File: config.mk
export PLATFORM = sky130hd
export DESIGN_NAME = axil_mux_rd
export DESIGN_NICKNAME = d
export VERILOG_FILES = /design/src/rtl/axil_pkg.sv /design/src/rtl/axil_onehot_to_bin.sv /design/src/rtl/axil_mux_rd.sv
export SDC_FILE = /design/constraint.sdc
export NUM_CORES = 1
export LEC_CHECK = 0
export CORE_AREA = 2 2 138 140
export DETAILED_ROUTE_END_ITERATION = 8
export DIE_AREA = 0 0 140 142
export DONT_BUFFER_PORTS = 1
export PLACE_DENSITY_LB_ADDON = 0.15
export SLEW_MARGIN = 20
export SYNTH_ARGS = -nofsm -noshare
export SYNTH_HDL_FRONTEND = slang
export SYNTH_SLANG_ARGS = --single-unit
File: constraint.sdc
create_clock -name aclk -period 1.9 [get_ports aclk]
set_clock_uncertainty 0.1 [all_clocks]
set_input_delay 0.285 -clock aclk [delete_from_list [all_inputs] [get_ports aclk]]
set_output_delay 0.285 -clock aclk [all_outputs]
set_load 0.01 [all_outputs]
File: src/rtl/axil_pkg.sv
// axil_pkg: shared AXI-Lite interconnect widths, response codes and read-mux state type
package axil_pkg;
  localparam int NUMBER_MASTER = 4;
  localparam int ADDR_WIDTH = 32;
  localparam int DATA_WIDTH = 32;
  localparam int IDX_WIDTH = (NUMBER_MASTER > 1) ? $clog2(NUMBER_MASTER) : 1;
  localparam logic [1:0] RESP_OKAY = 2'b00;
  localparam logic [1:0] RESP_SLVERR = 2'b10;
  typedef enum logic [1:0] {IDLE, ADDR, ISSUE, DATA} state_t;
endpackage

File: src/rtl/axil_onehot_to_bin.sv
// axil_onehot_to_bin: one-hot legality check and binary index encoder for arbiter grants
module axil_onehot_to_bin #(
  parameter int NUMBER_MASTER = 4,
  parameter int IDX_WIDTH = (NUMBER_MASTER > 1) ? $clog2(NUMBER_MASTER) : 1
) (
  input  logic [NUMBER_MASTER-1:0] onehot,
  output logic [IDX_WIDTH-1:0]     index,
  output logic                     valid_onehot
);
  // OR together the positions of set bits; only meaningful when valid_onehot is high
  always_comb begin
    index = '0;
    for (int i = 0; i < NUMBER_MASTER; i++) index = onehot[i] ? (index | IDX_WIDTH'(i)) : index;
  end
  assign valid_onehot = (onehot != '0) && ((onehot & (onehot - NUMBER_MASTER'(1))) == '0);
endmodule

File: src/rtl/axil_mux_rd.sv
// axil_mux_rd: read-channel mux routing one granted master's AR/R beats to the single slave
module axil_mux_rd
  import axil_pkg::*;
(
  input  logic                                     aclk,
  input  logic                                     aresetn,
  input  logic [NUMBER_MASTER-1:0]                 grant_rd,
  input  logic [NUMBER_MASTER-1:0][ADDR_WIDTH-1:0] m_axil_araddr,
  input  logic [NUMBER_MASTER-1:0]                 m_axil_arvalid,
  output logic [NUMBER_MASTER-1:0]                 m_axil_arready,
  output logic [NUMBER_MASTER-1:0][DATA_WIDTH-1:0] m_axil_rdata,
  output logic [NUMBER_MASTER-1:0][1:0]            m_axil_rresp,
  output logic [NUMBER_MASTER-1:0]                 m_axil_rvalid,
  input  logic [NUMBER_MASTER-1:0]                 m_axil_rready,
  output logic [ADDR_WIDTH-1:0]                    s_axil_araddr,
  output logic                                     s_axil_arvalid,
  input  logic                                     s_axil_arready,
  input  logic [DATA_WIDTH-1:0]                    s_axil_rdata,
  input  logic [1:0]                               s_axil_rresp,
  input  logic                                     s_axil_rvalid,
  output logic                                     s_axil_rready,
  output logic                                     busy_rd
);
  state_t                 r_state, w_next;
  logic [IDX_WIDTH-1:0]   r_idx, w_grant_idx;
  logic [ADDR_WIDTH-1:0]  r_ar_addr;
  logic                   r_arvalid, w_grant_ok;

  axil_onehot_to_bin #(.NUMBER_MASTER(NUMBER_MASTER), .IDX_WIDTH(IDX_WIDTH)) u_enc (
    .onehot       (grant_rd),
    .index        (w_grant_idx),
    .valid_onehot (w_grant_ok)
  );

  // state register; reset aborts any transaction in flight
  always_ff @(posedge aclk or negedge aresetn)
    if (!aresetn) r_state <= IDLE;
    else r_state <= w_next;

  // next state: grant sampled only in IDLE, later steps follow the latched index
  always_comb begin
    w_next = r_state;
    case (r_state)
      IDLE:  w_next = w_grant_ok ? ADDR : IDLE;
      ADDR:  w_next = m_axil_arvalid[r_idx] ? ISSUE : ADDR;
      ISSUE: w_next = s_axil_arready ? DATA : ISSUE;
      DATA:  w_next = (s_axil_rvalid && m_axil_rready[r_idx]) ? IDLE : DATA;
      default: w_next = IDLE;
    endcase
  end

  // latched index, captured address and registered slave AR valid
  always_ff @(posedge aclk or negedge aresetn)
    if (!aresetn) begin
      r_idx     <= '0;
      r_ar_addr <= '0;
      r_arvalid <= 1'b0;
    end else begin
      if (r_state == IDLE && w_grant_ok) r_idx <= w_grant_idx;
      if (r_state == ADDR && m_axil_arvalid[r_idx]) begin
        r_ar_addr <= m_axil_araddr[r_idx];
        r_arvalid <= 1'b1;
      end else if (r_state == ISSUE && s_axil_arready) r_arvalid <= 1'b0;
    end

  // outputs: arready in ADDR, zero-latency R route in DATA, everything else quiet
  always_comb begin
    m_axil_arready = '0;
    m_axil_rvalid  = '0;
    m_axil_rdata   = '0;
    m_axil_rresp   = '0;
    s_axil_rready  = 1'b0;
    if (r_state == ADDR) m_axil_arready[r_idx] = 1'b1;
    if (r_state == DATA) begin
      m_axil_rvalid[r_idx] = s_axil_rvalid;
      m_axil_rdata[r_idx]  = s_axil_rdata;
      m_axil_rresp[r_idx]  = s_axil_rresp;
      s_axil_rready        = m_axil_rready[r_idx];
    end
  end

  assign s_axil_araddr  = r_ar_addr;
  assign s_axil_arvalid = r_arvalid;
  assign busy_rd        = r_state != IDLE;

  a_grant_onehot: assert property (@(posedge aclk) disable iff (!aresetn)
    r_state != IDLE || $onehot0(grant_rd))
    else $warning("axil_mux_rd: multi-bit grant_rd ignored");
endmodule

# Yosys cells after proc, flatten, opt, wreduce, memory -nomap -nowiden
# Cells that the tools add are included.
dict set report totals {
  regBits 37
  latch_bits 0
  ram_bits 0
  rom_bits 0
  wordCells 52
  mem_count 0
}
dict set report classes {
  n_addsub 1
  mul 0
  div 0
  order_cmp 2
  eq_ne 3
  n_shift 0
  muxes 27
  n_bitwise 4
  n_reduce_logical 11
}
# cell count
set ops {}
lappend ops {{$and 128x128->128} 1}
lappend ops {{$mux 128} 1}
lappend ops {{$bmux 32 s2} 1}
lappend ops {{$demux 32 s2} 1}
lappend ops {{$mux 32} 2}
lappend ops {{$mux 2} 5}
lappend ops {{$mux 1} 9}
lappend ops {{$and 4x4->4} 2}
lappend ops {{$and 8x8->8} 1}
lappend ops {{$mux 4} 2}
lappend ops {{$mux 8} 1}
lappend ops {{$pmux 2 s4} 1}
lappend ops {{$logic_and 1x1->1} 6}
lappend ops {{$bmux 1 s2} 2}
lappend ops {{$demux 2 s2} 1}
lappend ops {{$eq 2x2->1 const B} 2}
lappend ops {{$logic_not 4->1} 1}
lappend ops {{$reduce_bool 2->1} 2}
lappend ops {{$reduce_bool 4->1} 1}
lappend ops {{$sub 4x1->4 const B} 1}
lappend ops {{$lt 2x3->1 const B} 1}
lappend ops {{$demux 1 s2} 1}
lappend ops {{$eq 2x1->1 const B} 1}
lappend ops {{$ge 2x1->1 const B} 1}
lappend ops {{$logic_not 2->1} 1}

# Depth between registers and ports, before layout
# Gate-level depths: netlist of run 1.
dict set report logic_depth {
  word_depth 6
  depth_mapped 6
  mapped_depth_nobuf 4
}

# Hierarchy
# A second synthesis of run 1 with hierarchy kept.
dict set report unflattened {
  cells_unflattened 340
  area_unflattened_um2 3220.6
}
# module n_inst cells_each area_each_um2
set modules_own_cells {}
lappend modules_own_cells {axil_mux_rd 1 334 3170.5}
lappend modules_own_cells {axil_onehot_to_bin 1 6 50.0}

# Least setup slack after synthesis of run 1
# OpenSTA, ideal clock, no wires.
dict set report synth_timing {
  kind {reg-to-output}
  startpoint {register r_idx[0]}
  endpoint {output m_axil_rdata[10] (netlist bit)}
  arrival_ns 1.467
  required_ns 1.515
  path_slack_ns 0.048
  stages_incl_launch_ff 7
  path_buffers 4
  path_cell_list {dfrtp_1 -> buf_6 -> buf_2 -> or2_2 -> clkbuf_1 -> buf_2 -> nor2_1}
}
# item line
set synth_lines {}
lappend synth_lines {{from (decl)} axil_mux_rd.sv:25} ;# logic [IDX_WIDTH-1:0] r_idx, w_grant_idx;
lappend synth_lines {{from (signal assigned)} axil_mux_rd.sv:59} ;# if (r_state == IDLE && w_grant_ok) r_idx <= w_grant_idx;
lappend synth_lines {{to (decl)} axil_mux_rd.sv:11} ;# output logic [NUMBER_MASTER-1:0][DATA_WIDTH-1:0] m_axil_rdata,

==> summary.txt, run 1 <==
Run status = complete, but fails checks
Violated checks = DRC, setup timing
Routed wire per std cell = 23.5 µm
Net count after synthesis = 540
Max_cap viols = 0
Area of all placed cells without fillers = 4880 µm²
Timing-limited maximum frequency = 508 MHz
Die boundary width = 140 µm
Final layout net count = 590
Worst-case headroom to the max-slew limit = 0.772
Part of the Yosys area used for sequential elements = 0.273
Clock-pin slew reported for the worst setup and hold paths after clock tree synthesis = 0.05 ns
Buffers on Ports = 0
Critical Path End Type = output pin
Wire length on met2 = 8320 µm
Relative area change from synthesis to final layout = 43.7%
Most numerous cell on the critical path = sky130_fd_sc_hd__buf_12
Clock tree from TritonCTS = done
Top-Level Pins = 357
Count of pins over their slew limit = 0
Dominant combinational cell family by area after synthesis = multiplexers
Worst Hold Launch = grant_rd[2]
Effective utilization at floorplan = 0.184
Worst-margin pin slew = 0.336 ns
Crit-path cells = buf_12 > or2_4 > buf_12 > nor2_2 > buf_4
1st-iter DRT viols = 201
TritonCTS buffer count = 5
Clk Latency, worst-skew pair = 0.28 ns
IR drop worst, VDD = 0.351 mV
Final worst setup slack = -0.0682 ns
Maximum fanout along the worst path = 18
Crit Path Class = reg2out
Final Hold Violating Endpoints = 0
Top-area cell type share of the netlist area = 0.273
Uppermost metal layer occupied by signal nets = met4
Required time at the endpoint of the critical path = 1.51 ns
Total of fill cells in the finished design = 1908
Worst path buffer plus inverter count = 3
Leading cell type by number of instances after synthesis = sky130_fd_sc_hd__nor2_1
Synth warn = 0
Via count = 3125
Aggregate global routing overflow = 0
Main synth FF type = sky130_fd_sc_hd__dfrtp_1
Most frequent cells after synthesis = 113 x sky130_fd_sc_hd__nor2_1, 39 x sky130_fd_sc_hd__nand2_1, 37 x sky130_fd_sc_hd__dfrtp_1
Maximum number of pins on one net before global-route repair = 38
Slowest stage cell, crit path = sky130_fd_sc_hd__dfrtp_2
Crit path largest cell delay = 0.45 ns
Unique cell type count in the Yosys netlist = 32
Clk Tree Root Cell = sky130_fd_sc_hd__clkbuf_16
Ant diodes = 0
Hold-critical path depth = 1
Arrival time worst endpoint = 1.58 ns
Fraction of the mapped netlist area in adder cells = 0
Die area = 19900 µm²
Sum of negative setup slack = -2.81 ns
Flops & latches, synth = 37
Dpl cells = 616
# setup viols final = 81
Remaining DRCs = 27
PD cells = 1060 nW/µm²
Gr usage total = 0.137
Total number of H-tree levels = 2
End point of the critical path = m_axil_rdata[12]
Sum of met3 wire segment lengths after detailed routing = 1400 µm
Post-detailed-placement half-perimeter wirelength = 10800 µm
Compound-cell area share of the yosys netlist = 0.0280
Static leakage power = 2.07 nW
Share of final-layout standard cells stronger than drive strength 1 = 0.596
Placed cell area = 3980 µm²
Core Region = 18500 µm²
Share of flip-flops with an asynchronous set or reset after synthesis = 1.00
Fin cells = 647
Reg2reg setup slack = -0.07 ns
Via-per-instance ratio = 4.83
Path type of the worst min-delay path = in2reg
RSZ-0062 raised after global routing = true
Mapped Avg Cell Area = 9.38 µm²
Count of cell instances traversed by the critical path = 5
DIE HEIGHT = 142 µm
Synth Instances = 362
Via count of the first global-routing pass = 3204
Post-synth EDFFs = 0
Core Rows = 50
Reg-to-Reg Start = r_idx[0]
Min Clock Period, post-route = 1.97 ns
Fraction of synthesized cell area in xor and xnor cells = 0.00258
Antenna violations before repair = 2
Global-route wire length before repair = 20400 µm
RePlAce Congestion = 0.807
Post-synthesis share of cell area spent on and, or, nand and nor gates = 0.262
Period utilisation layout = 1.04
Routed Antenna Nets = 0
Fraction of synthesized area in multiplexers = 0.367
Post-synthesis instance area = 3390 µm²
Critical path startpoint category = flip-flop
Met1 Wirelength = 5050 µm
Wire length after detailed routing = 15200 µm
First-pass DRT Iterations = 6
Clock tree sinks = 37
Crit path from = r_idx[0]
Critical path's top delay family = flip-flops
CTS max path bufs = 2
Biggest area contributors in the synthesized netlist = sky130_fd_sc_hd__dfrtp_1 27%, sky130_fd_sc_hd__mux4_2 22%, sky130_fd_sc_hd__mux2_4 13%, sky130_fd_sc_hd__nor2_1 12%, sky130_fd_sc_hd__and2_1 6.6%
Cell type with the largest total area after synthesis = sky130_fd_sc_hd__dfrtp_1
Worst reg-to-reg path cell count = 5
Worst R2R End = s_axil_araddr[4]
==> worst min path at each step <==
| stage | endpoint |
|---|---|
| detailed placement | s_axil_araddr[31] |
| floorplan | r_idx[0] |
| CTS | r_idx[0] |
| finish | r_idx[0] |
| global placement | s_axil_araddr[31] |
| global route | r_idx[0] |
==> registers in the layout, indices dropped and copies added (netlist names) <==
register        count
r_state             2
s_axil_araddr      32
s_axil_arvalid      1
r_idx               2
==> kinds of logic (layout without fill, tap and decap cells) <==
kind of cell           count (synthesis)  count (layout)
AO/OA/AOI/OAI                         14              14
AND/OR/NAND/NOR                      202             202
XOR/XNOR                               1               1
flip-flops                            37              37
multiplexers                          68              68
buffers and inverters                 40              91
==> routing by layer <==
layer,track usage,up-vias
met5,0,-
met2,0.274,270
met1,0.139,1511
met4,0.0383,0
met3,0.0363,23
li1,-,1321
==> cell type report <==
| class | instances | area [µm²] | share of cell area |
|---|---|---|---|
| clock buffer | 6 | 129 | 0.0264 |
| clock inverter | 2 | 10.0 | 0.00205 |
| inverter | 3 | 11.3 | 0.00231 |
| multi-input combinational | 285 | 2580 | 0.529 |
| sequential | 37 | 928 | 0.190 |
| tap | 234 | 293 | 0.0600 |
| timing repair buffer | 80 | 926 | 0.190 |
==> layout by cell type (no fill, tap or decap), types with 2 or more instances in the layout <==
cell | synthesis | layout
sky130_fd_sc_hd__nand2b_1 | 5 | 5
sky130_fd_sc_hd__buf_12 | 3 | 10
sky130_fd_sc_hd__or2_2 | 3 | 2
sky130_fd_sc_hd__nor2_2 | 0 | 34
sky130_fd_sc_hd__dlygate4sd3_1 | 0 | 3
sky130_fd_sc_hd__nand2_1 | 39 | 39
sky130_fd_sc_hd__a21oi_1 | 6 | 6
sky130_fd_sc_hd__buf_16 | 0 | 5
sky130_fd_sc_hd__mux2_4 | 30 | 33
sky130_fd_sc_hd__nor2_4 | 0 | 18
sky130_fd_sc_hd__dfrtp_1 | 37 | 35
sky130_fd_sc_hd__inv_1 | 3 | 3
sky130_fd_sc_hd__clkbuf_16 | 0 | 9
sky130_fd_sc_hd__clkinv_2 | 0 | 2
sky130_fd_sc_hd__mux4_2 | 33 | 33
sky130_fd_sc_hd__dfrtp_2 | 0 | 2
sky130_fd_sc_hd__and2_4 | 0 | 36
sky130_fd_sc_hd__nor2_1 | 113 | 61
sky130_fd_sc_hd__buf_4 | 0 | 52
sky130_fd_sc_hd__buf_6 | 2 | 6
sky130_fd_sc_hd__mux2i_1 | 2 | 2
==> worst reg2reg max path, stage by stage, from the launching register on <==
cell,delay [ns]
sky130_fd_sc_hd__dfrtp_2,0.42
sky130_fd_sc_hd__buf_6,0.11
sky130_fd_sc_hd__mux4_2,0.53
sky130_fd_sc_hd__nand2b_4,0.19
sky130_fd_sc_hd__clkbuf_16,0.20
sky130_fd_sc_hd__mux2_4,0.30
==> through the flow <==
step | power, mW | setup slack (ns) | hold WS, ns | util
4_1_cts | 5.11 | -0.0882 | 0.0837 | 0.255
3_3_place_gp | 3.85 | 0.0168 | -0.110 | 0.215
3_5_place_dp | 3.84 | 0.00268 | -0.110 | 0.215
5_1_grt | 5.46 | -0.121 | 0.0885 | 0.264
2_1_floorplan | 3.34 | 0.0476 | -0.111 | -
6_report | 5.18 | -0.0682 | 0.0735 | 0.264
==> repair_timing <==
action / CTS / global route
pin swaps: 16 / 9
setup endpoints to repair: 147 / 148
hold buffers: 4 / 0
gates resized for setup: 114 / 19
endpoints found under the hold margin: 38 / 0
buffers inserted: 8 / 1
gates cloned: 5 / 5
==> where the power goes <==
group	internal, mW	total [mW]	switching (mW)
clock	0.482	0.820	0.337
sequential	1.18	1.66	0.480
combinational	1.31	2.70	1.39
No activity file was read; power rests on OpenSTA's default activity.
==> run 2, diff against run 1 <==
Settings changed: CORE_AREA 2 2 138 140 to 10 10 131 133, DIE_AREA 0 0 140 142 to 0 0 141 143, SKIP_CTS_REPAIR_TIMING set to 1.
==> summary.txt, run 2 (same netlist as run 1, synthesis figures left out) <==
Path type of the worst min-delay path = in2reg (unchanged)
Effective utilization at floorplan = 0.235 (was 0.184)
CTS max path bufs = 2 (unchanged)
Final worst setup slack = -0.0433 ns (was -0.0682 ns)
Sum of negative setup slack = -0.412 ns (was -2.81 ns)
RePlAce Congestion = 0.812 (was 0.807)
Crit-path cells = buf_6 > or2_4 > clkbuf_16 > nor2_2 (was buf_12 > or2_4 > buf_12 > nor2_2 > buf_4)
Buffers on Ports = 0 (unchanged)
Period utilisation layout = 1.02 (was 1.04)
Maximum number of pins on one net before global-route repair = 38 (unchanged)
Ant diodes = 0 (unchanged)
Remaining DRCs = 0 (was 27)
End point of the critical path = m_axil_rdata[8] (was m_axil_rdata[12])
Routed Antenna Nets = 0 (unchanged)
TritonCTS buffer count = 5 (unchanged)
Flip-flop and latch area = 930 µm² (was 928 µm²)
Placed cell area = 3980 µm² (about the same)
P_sw = 2.15 mW (was 2.21 mW)
Wire length after detailed routing = 16500 µm (was 15200 µm)
Total number of H-tree levels = 2 (unchanged)
Maximum fanout along the worst path = 18 (unchanged)
First-pass DRT Iterations = 4 (was 6)
Via-per-instance ratio = 5.13 (was 4.83)
Worst reg-to-reg path cell count = 4 (was 5)
Worst path buffer plus inverter count = 2 (was 3)
Post-detailed-placement half-perimeter wirelength = 12800 µm (was 10800 µm)
Final layout net count = 591 (was 590)
Max_cap viols = 0 (unchanged)
Crit Path Class = reg2out (unchanged)
Combinational Power Share = 0.513 (was 0.522)
Run status = complete, but fails checks (unchanged)
Required time at the endpoint of the critical path = 1.51 ns (about the same)
Relative area change from synthesis to final layout = 36.8% (was 43.7%)
Crit path from = r_idx[1] (was r_idx[0])
Clk Latency, worst-skew pair = 0.28 ns (about the same)
DIE HEIGHT = 143 µm (was 142 µm)
Via count of the first global-routing pass = 3280 (was 3204)
Final Hold Violating Endpoints = 0 (unchanged)
Violated checks = setup timing (was DRC, setup timing)
Worst Hold Launch = grant_rd[2] (unchanged)
Clock group share of total power = 0.157 (was 0.158)
Commonest non-fill, non-tap cells in the layout = 78 x sky130_fd_sc_hd__nor2_1, 59 x sky130_fd_sc_hd__buf_4, 34 x sky130_fd_sc_hd__dfrtp_1 (was 61 x sky130_fd_sc_hd__nor2_1, 52 x sky130_fd_sc_hd__buf_4, 39 x sky130_fd_sc_hd__nand2_1)
Worst R2R End = s_axil_araddr[21] (was s_axil_araddr[4])
RSZ-0062 raised after global routing = true (unchanged)
Total of fill cells in the finished design = 1462 (was 1908)
Worst setup timing slack at the placement stage = 0.0504 ns (was 0.00268 ns)
Critical Path End Type = output pin (unchanged)
Power share of the sequential group = 0.329 (was 0.320)
1st-iter DRT viols = 150 (was 201)
Reg-to-Reg Start = r_idx[0] (unchanged)
# setup viols final = 20 (was 81)
PD cells = 1100 nW/µm² (was 1060 nW/µm²)
Critical path's top delay family = simple AND/OR/NAND/NOR gates (was flip-flops)
WHS = 0.0877 ns (was 0.0735 ns)
Most common cell after layout, fill and taps aside = sky130_fd_sc_hd__nor2_1 (unchanged)
Timing-limited maximum frequency = 515 MHz (was 508 MHz)
Die boundary width = 141 µm (was 140 µm)
Top-Level Pins = 357 (unchanged)
Core Rows = 44 (was 50)
Core Region = 14400 µm² (was 18500 µm²)
Clock-pin slew reported for the worst setup and hold paths after clock tree synthesis = 0.06 ns (was 0.05 ns)
Count of cell instances traversed by the critical path = 4 (was 5)
Aggregate global routing overflow = 0 (unchanged)
Gr usage total = 0.138 (was 0.137)
Antenna violations before repair = 0 (was 2)
Clock tree sinks = 37 (unchanged)
Reg2reg setup slack = 0.06 ns (was -0.07 ns)
Share of final-layout standard cells stronger than drive strength 1 = 0.529 (was 0.596)
Min Clock Period, post-route = 1.94 ns (was 1.97 ns)
Worst-margin pin slew = 0.345 ns (was 0.336 ns)
Worst-case headroom to the max-slew limit = 0.767 (was 0.772)
Die area = 20200 µm² (was 19900 µm²)
Arrival time worst endpoint = 1.56 ns (was 1.58 ns)
Clock tree from TritonCTS = done (unchanged)
Crit path largest cell delay = 0.42 ns (was 0.45 ns)
Tot Pwr = 5.12 mW (was 5.18 mW)
Area of combinational cells with multiple inputs = 2470 µm² (was 2580 µm²)
Critical path startpoint category = flip-flop (unchanged)
Clk Tree Root Cell = sky130_fd_sc_hd__clkbuf_16 (unchanged)
Global-route wire length before repair = 21600 µm (was 20400 µm)
Internal power = 2.98 mW (was 2.97 mW)
Net switching fraction of the power = 0.419 (was 0.426)
Slowest stage cell, crit path = sky130_fd_sc_hd__dfrtp_2 (unchanged)
Routed wire per std cell = 27.6 µm (was 23.5 µm)
IR drop worst, VDD = 0.368 mV (was 0.351 mV)
Static leakage power = 2.02 nW (was 2.07 nW)
Via count = 3067 (was 3125)
Count of pins over their slew limit = 0 (unchanged)
Area of all placed cells without fillers = 4640 µm² (was 4880 µm²)
Max FFs per register = 32 (unchanged)
[run 2: layer usage]
layer | vias up | track usage | wire (µm)
met3 | 12 | 0.0663 | 2020
met5 | - | 0 | 0
met4 | 0 | 0.0375 | 243
met1 | 1481 | 0.137 | 5660
li1 | 1321 | - | -
met2 | 253 | 0.251 | 8580
[run 2: worst min-delay path by stage]
stage / end / slack [ns] / depth (start not counted)
floorplan: r_idx[0] / -0.11 / 0
global placement: s_axil_araddr[7] / -0.11 / 0
detailed placement: s_axil_araddr[5] / -0.11 / 0
CTS: s_axil_araddr[7] / -0.41 / 0
global route: r_idx[0] / 0.09 / 1
finish: r_idx[0] / 0.09 / 1
[run 2: per-stage QoR]
stage / utilization / cells
finish: 0.322 / 598
global route: 0.322 / 598
CTS: 0.286 / 578
detailed placement: 0.276 / 570
global placement: 0.276 / 570
floorplan: - / 362
[run 2: final cells by class]
type,instances,share of cell area
clock buffer,6,0.0278
inverter,3,0.00243
multi-input combinational,285,0.533
sequential,37,0.200
tap,184,0.0496
clock inverter,2,0.00216
timing repair buffer,81,0.185
[run 2: worst register-to-register path, cell delays in order, from the launching register on]
cell	delay, ns
sky130_fd_sc_hd__dfrtp_2	0.40
sky130_fd_sc_hd__mux4_2	0.55
sky130_fd_sc_hd__nand2b_4	0.14
sky130_fd_sc_hd__buf_12	0.18
sky130_fd_sc_hd__mux2_2	0.36
[run 2: power by group through the flow]
| stage | combinational (mW) | clock (mW) | sequential, mW |
|---|---|---|---|
| floorplan | 1.78 | 0 | 1.57 |
| global placement | 2.21 | 0 | 1.74 |
| detailed placement | 2.22 | 0 | 1.73 |
| CTS | 2.24 | 0.835 | 1.72 |
| global route | 2.84 | 0.868 | 1.76 |
| finish | 2.63 | 0.806 | 1.69 |
==> run 3, diff against run 2 <==
Settings changed: CORE_AREA 10 10 131 133 to 2 2 138 140, DIE_AREA 0 0 141 143 to 0 0 140 142, MAX_ROUTING_LAYER set to met4.
==> summary.txt, run 3 (same netlist as run 1, synthesis figures left out) <==
Wire length after detailed routing = 15100 µm (was 16500 µm)
Core Region = 18500 µm² (was 14400 µm²)
1st-iter DRT viols = 152 (was 150)
First-pass DRT Iterations = 8 (was 4)
Tot Pwr = 5.04 mW (was 5.12 mW)
Via-per-instance ratio = 4.78 (was 5.13)
Path type of the worst min-delay path = in2reg (unchanged)
Remaining DRCs = 26 (was 0)
Most numerous cell on the critical path = sky130_fd_sc_hd__buf_12
IR drop worst, VDD = 0.350 mV (was 0.368 mV)
GR peak layer = met2 (unchanged)
Total of fill cells in the finished design = 1934 (was 1462)
Final worst setup slack = -0.0841 ns (was -0.0433 ns)
Area of combinational cells with multiple inputs = 2420 µm² (was 2470 µm²)
Combinational Power Share = 0.511 (was 0.513)
M1 GR Usage = 0.127 (was 0.137)
Global-route wire length before repair = 18300 µm (was 21600 µm)
Crit-path cells = buf_12 > or2_4 > buf_12 > nor2_2 > buf_4 (was buf_6 > or2_4 > clkbuf_16 > nor2_2)
Min Clock Period, post-route = 1.98 ns (was 1.94 ns)
Violated checks = DRC, setup timing (was setup timing)
RSZ-0062 raised after global routing = true (unchanged)
Routed Antenna Nets = 0 (unchanged)
DIE HEIGHT = 142 µm (was 143 µm)
Die boundary width = 140 µm (was 141 µm)
Share of final-layout standard cells stronger than drive strength 1 = 0.487 (was 0.529)
Critical path startpoint category = flip-flop (unchanged)
Met3 track utilization from global routing = 0.0296 (was 0.0663)
Dpl cells = 616 (was 570)
Worst path buffer plus inverter count = 3 (was 2)
Max FFs per register = 32 (unchanged)
Max_cap viols = 0 (unchanged)
WHS = 0.00233 ns (was 0.0877 ns)
Via count = 3114 (was 3067)
Most common cell after layout, fill and taps aside = sky130_fd_sc_hd__nor2_1 (unchanged)
Gr usage total = 0.124 (was 0.138)
TritonCTS buffer count = 5 (unchanged)
CTS max path bufs = 2 (unchanged)
Clock-pin slew reported for the worst setup and hold paths after clock tree synthesis = 0.06 ns (about the same)
Commonest non-fill, non-tap cells in the layout = 83 x sky130_fd_sc_hd__nor2_1, 63 x sky130_fd_sc_hd__buf_4, 35 x sky130_fd_sc_hd__nand2_1, 35 x sky130_fd_sc_hd__dfrtp_1, 33 x sky130_fd_sc_hd__mux4_2 (was 78 x sky130_fd_sc_hd__nor2_1, 59 x sky130_fd_sc_hd__buf_4, 34 x sky130_fd_sc_hd__dfrtp_1)
Net switching fraction of the power = 0.422 (was 0.419)
Slowest stage cell, crit path = sky130_fd_sc_hd__dfrtp_2 (unchanged)
Effective utilization at floorplan = 0.184 (was 0.235)
Clock tree from TritonCTS = done (unchanged)
Maximum number of pins on one net before global-route repair = 38 (unchanged)
Maximum fanout along the worst path = 9 (was 18)
Power share of the sequential group = 0.328 (was 0.329)
Crit path largest cell delay = 0.45 ns (was 0.42 ns)
RePlAce Congestion = 0.821 (was 0.812)
Static leakage power = 2.00 nW (was 2.02 nW)
Critical path's top delay family = buffers and inverters (was simple AND/OR/NAND/NOR gates)
Fin cells = 651 (was 598)
Timing-limited maximum frequency = 504 MHz (was 515 MHz)
Clk Tree Root Cell = sky130_fd_sc_hd__clkbuf_16 (unchanged)
Worst setup timing slack at the placement stage = 0.00268 ns (was 0.0504 ns)
Crit Path Class = reg2out (unchanged)
Clk Latency, worst-skew pair = 0.28 ns (about the same)
Period utilisation layout = 1.04 (was 1.02)
PD cells = 1090 nW/µm² (was 1100 nW/µm²)
Flip-flop and latch area = 928 µm² (was 930 µm²)
Antenna violations before repair = 2 (was 0)
Share of the core filled with cells = 0.252 (was 0.322)
Core Rows = 50 (was 44)
Final layout net count = 592 (was 591)
Internal power = 2.92 mW (was 2.98 mW)
Arrival time worst endpoint = 1.60 ns (was 1.56 ns)
Met2 routing resource usage after global routing = 0.242 (was 0.251)
Final Hold Violating Endpoints = 0 (unchanged)
P_sw = 2.13 mW (was 2.15 mW)
Worst-margin pin slew = 0.338 ns (was 0.345 ns)
Post-detailed-placement half-perimeter wirelength = 10800 µm (was 12800 µm)
Top-Level Pins = 357 (unchanged)
Via count of the first global-routing pass = 2922 (was 3280)
Run status = complete, but fails checks (unchanged)
Required time at the endpoint of the critical path = 1.51 ns (about the same)
Clock group share of total power = 0.161 (was 0.157)
Clock tree sinks = 37 (unchanged)
Count of pins over their slew limit = 0 (unchanged)
Worst-case headroom to the max-slew limit = 0.771 (was 0.767)
# setup viols final = 81 (was 20)
Relative area change from synthesis to final layout = 36.9% (was 36.8%)
Total number of H-tree levels = 2 (unchanged)
Aggregate global routing overflow = 0 (unchanged)
Die area = 19900 µm² (was 20200 µm²)
Buffers on Ports = 0 (unchanged)
Critical Path End Type = output pin (unchanged)
Routed wire per std cell = 23.1 µm (was 27.6 µm)
[run 3: cell types whose count changed in the layout (fill, tap and decap cells not counted), sizes merged]
cell	before	now
dlygate4sd3	3	1
diode	0	2
buf	73	75
clkbuf	11	12
[run 3: stage by stage]
stage,instance area (µm²),setup TNS [ns]
2_1_floorplan,3390,0
3_3_place_gp,3980,0
3_5_place_dp,3980,0
4_1_cts,4110,-16.69
5_1_grt,4650,-10.73
6_report,4650,-3.25
[run 3: final cells by class]
type                    instances  area share
clock inverters                 2     0.00215
multi-input cells             285       0.520
repair buffers                 82       0.184
inverters                       3     0.00242
well taps                     234      0.0630
diodes                          2     0.00108
clock buffers                   6      0.0277
flip-flops and latches         37       0.200
[run 3: final timing paths]
path	to	startpoint	slack, ns	cells after the start
setup / recovery	m_axil_rdata[12]	r_idx[0]	-0.08	5
hold / removal	r_idx[1]	grant_rd[1]	0.002	1
setup reg to reg	s_axil_araddr[9]	r_idx[0]	-0.08	5
hold reg to reg	r_state[1]	r_state[0]	0.42	1
max in group asynchronous	r_idx[0]	aresetn	1.07	2
min in group asynchronous	s_axil_araddr[12]	aresetn	0.41	2
[run 3: power by group through the flow]
stage          clock (mW)  sequential (mW)  combinational [mW]
2_1_floorplan           0             1.57                1.78
3_3_place_gp            0             1.69                2.16
3_5_place_dp            0             1.67                2.17
4_1_cts             0.865             1.66                2.18
5_1_grt             0.887             1.70                2.75
6_report            0.810             1.65                2.58
[run 3: per-layer routing]
metal	vias up	share of wire	wire length (µm)
met5	-	0	0
met4	0	0.014	215
met3	19	0.093	1400
met2	257	0.55	8280
met1	1511	0.34	5160
li1	1327	-	-
[run 3: worst reg2reg max path, delay by kind of cell, from the launching register on]
family	cells	cell delay, ns
buf+inv	2	0.32
flops	1	0.43
mux	2	0.84
simple gates	1	0.17
